--- src/rtl/cycle_cooling_system.sv ---
// Rider-cooling fan controller: immediate turn-on, delayed turn-off.
//
// state  | meaning
// -------+----------------------------------------------------------
// S_OFF  | fan off, waiting for cooling demand
// S_ON   | demand present, fan on
// S_HOLD | demand gone, fan kept on while the hold counter runs down
module cycle_cooling_system #(
    parameter int CAL_TH      = 2,
    parameter int TEMP_TH     = 3,
    parameter int HOLD_CYCLES = 16
) (
    input  logic       clk,
    input  logic       reset,
    input  logic [2:0] calorie,
    input  logic [2:0] temperature,
    input  logic       pressure,
    input  logic       air_pressure,
    output logic       fan
);

    localparam int CW          = (HOLD_CYCLES > 0) ? $clog2(HOLD_CYCLES + 1) : 1;
    localparam int HOLD_LOAD_I = (HOLD_CYCLES > 0) ? HOLD_CYCLES - 1 : 0;

    localparam logic [2:0]    CAL_TH_L  = 3'(CAL_TH);
    localparam logic [2:0]    TEMP_TH_L = 3'(TEMP_TH);
    localparam logic [CW-1:0] HOLD_LOAD = CW'(HOLD_LOAD_I);

    typedef enum logic [1:0] {
        S_OFF  = 2'd0,
        S_ON   = 2'd1,
        S_HOLD = 2'd2
    } state_t;

    state_t        state;
    state_t        state_nxt;
    logic [CW-1:0] cnt;
    logic [CW-1:0] cnt_nxt;
    logic          demand;

    // Cooling demand from sensor levels; either pressure flag alone is ignored.
    always_comb begin
        demand = (calorie >= CAL_TH_L)
               | (temperature >= TEMP_TH_L)
               | (pressure & air_pressure);
    end

    // Next-state and hold-counter logic; demand wins over hold expiry.
    always_comb begin
        state_nxt = state;
        cnt_nxt   = cnt;
        case (state)
            S_OFF: begin
                if (demand) begin
                    state_nxt = S_ON;
                end
            end
            S_ON: begin
                if (!demand) begin
                    if (HOLD_CYCLES > 0) begin
                        state_nxt = S_HOLD;
                        cnt_nxt   = HOLD_LOAD;
                    end else begin
                        state_nxt = S_OFF;
                    end
                end
            end
            S_HOLD: begin
                if (demand) begin
                    state_nxt = S_ON;
                    cnt_nxt   = '0;
                end else if (cnt == '0) begin
                    state_nxt = S_OFF;
                end else begin
                    cnt_nxt = cnt - CW'(1);
                end
            end
            default: begin
                state_nxt = S_OFF;
                cnt_nxt   = '0;
            end
        endcase
    end

    // State, counter and fan registers; fan is decoded from the next state so
    // it changes on the same edge as the state it reflects.
    always_ff @(posedge clk) begin
        if (reset) begin
            state <= S_OFF;
            cnt   <= '0;
            fan   <= 1'b0;
        end else begin
            state <= state_nxt;
            cnt   <= cnt_nxt;
            fan   <= (state_nxt != S_OFF);
        end
    end

endmodule

--- config.mk ---
export PLATFORM = sky130hd
export DESIGN_NAME = cycle_cooling_system
export DESIGN_NICKNAME = d
export VERILOG_FILES = /design/src/rtl/cycle_cooling_system.sv
export SDC_FILE = /design/constraint.sdc
export NUM_CORES = 1
export LEC_CHECK = 0
export CAP_MARGIN = 25
export CORE_UTILIZATION = 45
export DETAILED_ROUTE_END_ITERATION = 8
export MAX_ROUTING_LAYER = met4
export PLACE_DENSITY = 0.71
export SLEW_MARGIN = 25
export SYNTH_ARGS = -nofsm -noshare
export SYNTH_HDL_FRONTEND = slang
export SYNTH_SLANG_ARGS = --single-unit
--- constraint.sdc ---
create_clock -name clk -period 3.63 [get_ports clk]
set_input_delay 1.089 -clock clk [delete_from_list [all_inputs] [get_ports clk]]
set_output_delay 1.089 -clock clk [all_outputs]
set_load 0.1 [all_outputs]
# == Word level (Yosys, flattened, before mapping) ==
# Index checks and enable logic that the tools add are counted.
# classes
add_sub_neg,1
order_cmp,2
eq_ne,4
mux,9
bitwise,4
n_reduce_logical,4
# ops
cell,n
$mux 5,3
$pmux 5 s3,1
$mux 2,4
$ge 3x2->1 const B,2
$pmux 2 s3,1
$logic_not 5->1,1
$sub 5x1->5 const B,1
$ne 3x3->1 const B,1
$reduce_and 3->1,1
$eq 2x1->1 const B,1
$eq 2x2->1 const B,1
$logic_not 2->1,1
$ne 2x2->1 const B,1
$or 1x1->1,2
$reduce_bool 2->1,1
$and 1x1->1,1
$not 1->1,1
# word_totals
register_bits,8
in_bits,10

# == Logic depth before layout (Yosys ltp) ==
# logic_depth
ltp_word,6
mapped_depth,6

# == Worst setup path before layout ==
# No wires, ideal clock.
# synth_path
path_kind,in2reg
startpoint,in calorie[2]
endpoint,reg cnt[0]
arrival_time_ps,2021
required_ps,3558
setup_slack_ps,1537
stages,4
path_buffers,0
path_cell_list,nor3_4 > nand2_2 > a211oi_4 > mux2i_1
# synth_via
elab_chain_len,5
word_cells_on_any_way,8
# synth_lines
item,line,rtl
start: declaration,15,"input logic [2:0] calorie,"
$ge 3x2->1 (*),43,demand = (calorie >= CAL_TH_L)
$or 1x1->1 (*),44,| (temperature >= TEMP_TH_L)
$or 1x1->1 (*),45,| (pressure & air_pressure);
$ne 3x3->1 (no line) (tied with other cells),n/a,
$reduce_and 3->1 (no line) or $pmux 5 s3 (tied branches),n/a,
end signal: assignment,94,cnt <= cnt_nxt;
end: declaration,37,logic [CW-1:0] cnt;
# Every way passes the cells marked *; elsewhere a longest branch is shown, timed or not.
# A chain may end at the register's enable or synchronous reset.

# == Final worst setup path ==
# layout_path
startpoint,in calorie[2]
endpoint,reg cnt[3]
# The elaborated chain is that of the path after synthesis.

==> reports/metrics.cfg <==
[power_and_ir_drop]
p_leak_nw=0.285
vdd_drop_max_mv=0.207
power_density_mw_per_mm2=329

[setup_path]
rrSetupSlack_ns=1.85
cp-end-kind=flip-flop
reg2reg_to=cnt[3]$_SDFFE_PP0P_
start_kind=primary input
crit_type=in2reg
timing.rr.start=cnt[0]$_SDFFE_PP0P_
cp_max_fo=7
crit_required_ns=3.81
r2r_cells=6
worstPathArrival_ns=2.65

[timing]
rsz0062_at_grt=false
fin_crit_sh_pct=68.0
min_period_ns=2.47
relSlewSlack_pct=74.0
tightest_slew_ns=0.388
fin_hold_ws_ns=0.513
clock_skew_ns=0.00384
clock.fmax_mhz=405
hold_viol=0
slew_viol_final=0
finalSetupTns_ns=0
fin_ws_ns=1.16
finalSetupViolations=0

[synthesis]
yosysSeqAreaShare_pct=26.3
avgSynthCellArea_um2=9.67
ys_warn_count=0
synth.cell_area_um2=609
ys_ff_latch=8
syn-num-nets=79
ys_types=34
synthCells=63

[detailed_routing]
drt_wl_total_um=1170
drc=0
vias=507
wire_per_inst_um=13.4
viasPerCell=5.83
drt_iter0_markers=4
drt_pre_antenna_iters=2
ant_nets=0

[die]
die_area_mm2=0.00151
dieWidth_um=38.8
core_mm2=0.00119
die_y_um=38.8
num_rows=12
start_util_pct=51.4
io_pins=11

[clock_tree]
htreeDepth=1
clk_latency_ns=0.25
path_clk_slew_ns=0.05
postCtsSetupBuffers=0
clockBufferDepth=2
cts-root-buf=clkbuf_4
postCtsHoldBufs=0
cts_buffers=3
cts_tree=done
post_cts_resized=0
cts_num_sinks=8

[global_routing]
grt_start_max_net_pins=10
grt_pass1_wl_um=2010
grt_pass1_vias=498
grt_usage_pct=20.9
grt_overflow_total=0
antenna_found_initial=0

[finish]
diodes=0
drive_above_1_share_pct=15.1
area_delta_synth_final_pct=19.7
nets=91

[min_path]
worstHoldPathCells=2
hold_path.class=reg2reg
holdPathEnd=cnt[1]$_SDFFE_PP0P_
min_from=cnt[1]$_SDFFE_PP0P_

[placement]
hpwlAfterDp_um=906
gp_congestion=0.717
portBuffers=9
pre_cts_ws_ns=0.900

[job]
cap_viol_max_count=0

[status]
status=complete, no violations

-- cell usage in the layout, fill, tap and decap left out, drive strengths merged, types with 2 or more instances in the layout --
| cell | synthesis | final |
|---|---|---|
| nor3 | 3 | 3 |
| a41o | 3 | 3 |
| clkdlybuf4s50 | 0 | 8 |
| dfxtp | 8 | 8 |
| inv | 7 | 7 |
| nand2b | 4 | 4 |
| ha | 6 | 6 |
| mux2i | 4 | 4 |
| nand2 | 4 | 4 |
| a22oi | 2 | 2 |
| clkbuf | 1 | 3 |
| a211oi | 2 | 2 |
-- routing by layer --
| metal | global-route usage [%] | wire length, µm |
|---|---|---|
| met5 | - | 0 |
| met1 | 21.8 | 520 |
| met2 | 35.0 | 606 |
| met4 | 5.17 | 4 |
| met3 | 10.4 | 36 |
-- state kept, by name (all words and copies together), names as in the netlist --
| register | count |
|---|---|
| cnt | 5 |
| fan | 1 |
| state | 2 |
-- worst max path at each step --
stage                    start                  end  slack [ns]  depth (start not counted)
finish              calorie[2]  cnt[3]$_SDFFE_PP0P_        1.16                          5
floorplan           calorie[2]  cnt[0]$_SDFFE_PP0P_        1.54                          4
detailed placement  calorie[2]  cnt[3]$_SDFFE_PP0P_        0.90                          5
global route        calorie[2]  cnt[3]$_SDFFE_PP0P_        1.08                          5
CTS                 calorie[2]  cnt[3]$_SDFFE_PP0P_        1.15                          5
global placement    calorie[2]  cnt[1]$_SDFFE_PP0P_        0.91                          5
-- worst max-delay path, stage by stage --
cell             delay, ns
clkdlybuf4s50_1       0.45
nor3_4                0.33
nand2_2               0.13
a211oi_4              0.42
mux2i_1               0.22
-- cells in the mapped netlist, drive strengths merged --
cell type  instances  area [µm²]
nor4b              1        15.0
and3               1        6.26
ha                 6        75.1
a21bo              1        10.0
a22oi              2        28.8
xor2               1        8.76
a211o              1        8.76
nor4               1        6.26
nor3               3        26.3
a311oi             1        8.76
o21bai             1        7.51
o31a               1        8.76
nand2b             4        25.0
o211ai             1        7.51
o32ai              1        8.76
and4               1        8.76
a211oi             2        27.5
mux2i              4        40.0
a41o               3        30.0
or3b               1        8.76
clkbuf             1        3.75
or3                1        6.26
dfxtp              8         160
nor2b              1        6.26
a21oi              1        5.00
buf                1        3.75
nand4              1        6.26
nand2              4        17.5
inv                7        26.3
nand3b             1        7.51
-- cells by family after synthesis --
group | count (synthesis) | synth area share [%]
adder cells (fa/ha/maj) | 6 | 12.3
flip-flops | 8 | 26.3
AO/OA/AOI/OAI | 15 | 24.8
AND/OR/NAND/NOR | 20 | 23.0
XOR/XNOR | 1 | 1.44
buffers and inverters | 9 | 5.54
multiplexers | 4 | 6.57
-- power breakdown --
part           total [W]  switching [W]  leakage (nW)  internal [W]
clock network  0.0000663      0.0000286        0.0138     0.0000377
logic          0.0000756      0.0000410         0.206     0.0000346
registers      0.0000979     0.00000507        0.0653     0.0000928
total           0.000240      0.0000747         0.285      0.000165
-- layout make-up --
cell class	count	area, µm²
well taps	14	17.5
multi-input cells	46	415
flip-flops and latches	8	160
repair buffers	9	87.6
inverters	7	26.3
fillers	108	457
clock buffers	3	22.5
-- stage by stage --
stage | utilization, % | cells | power [W] | instance area [µm²]
global placement | 59.6 | 84 | 0.000174 | 707
finish | 61.5 | 87 | 0.000240 | 729
CTS | 61.5 | 87 | 0.000242 | 729
global route | 61.5 | 87 | 0.000256 | 729
detailed placement | 59.6 | 84 | 0.000175 | 707
floorplan | - | 63 | 0.000153 | 609
No activity file was read; power rests on OpenSTA's default activity.
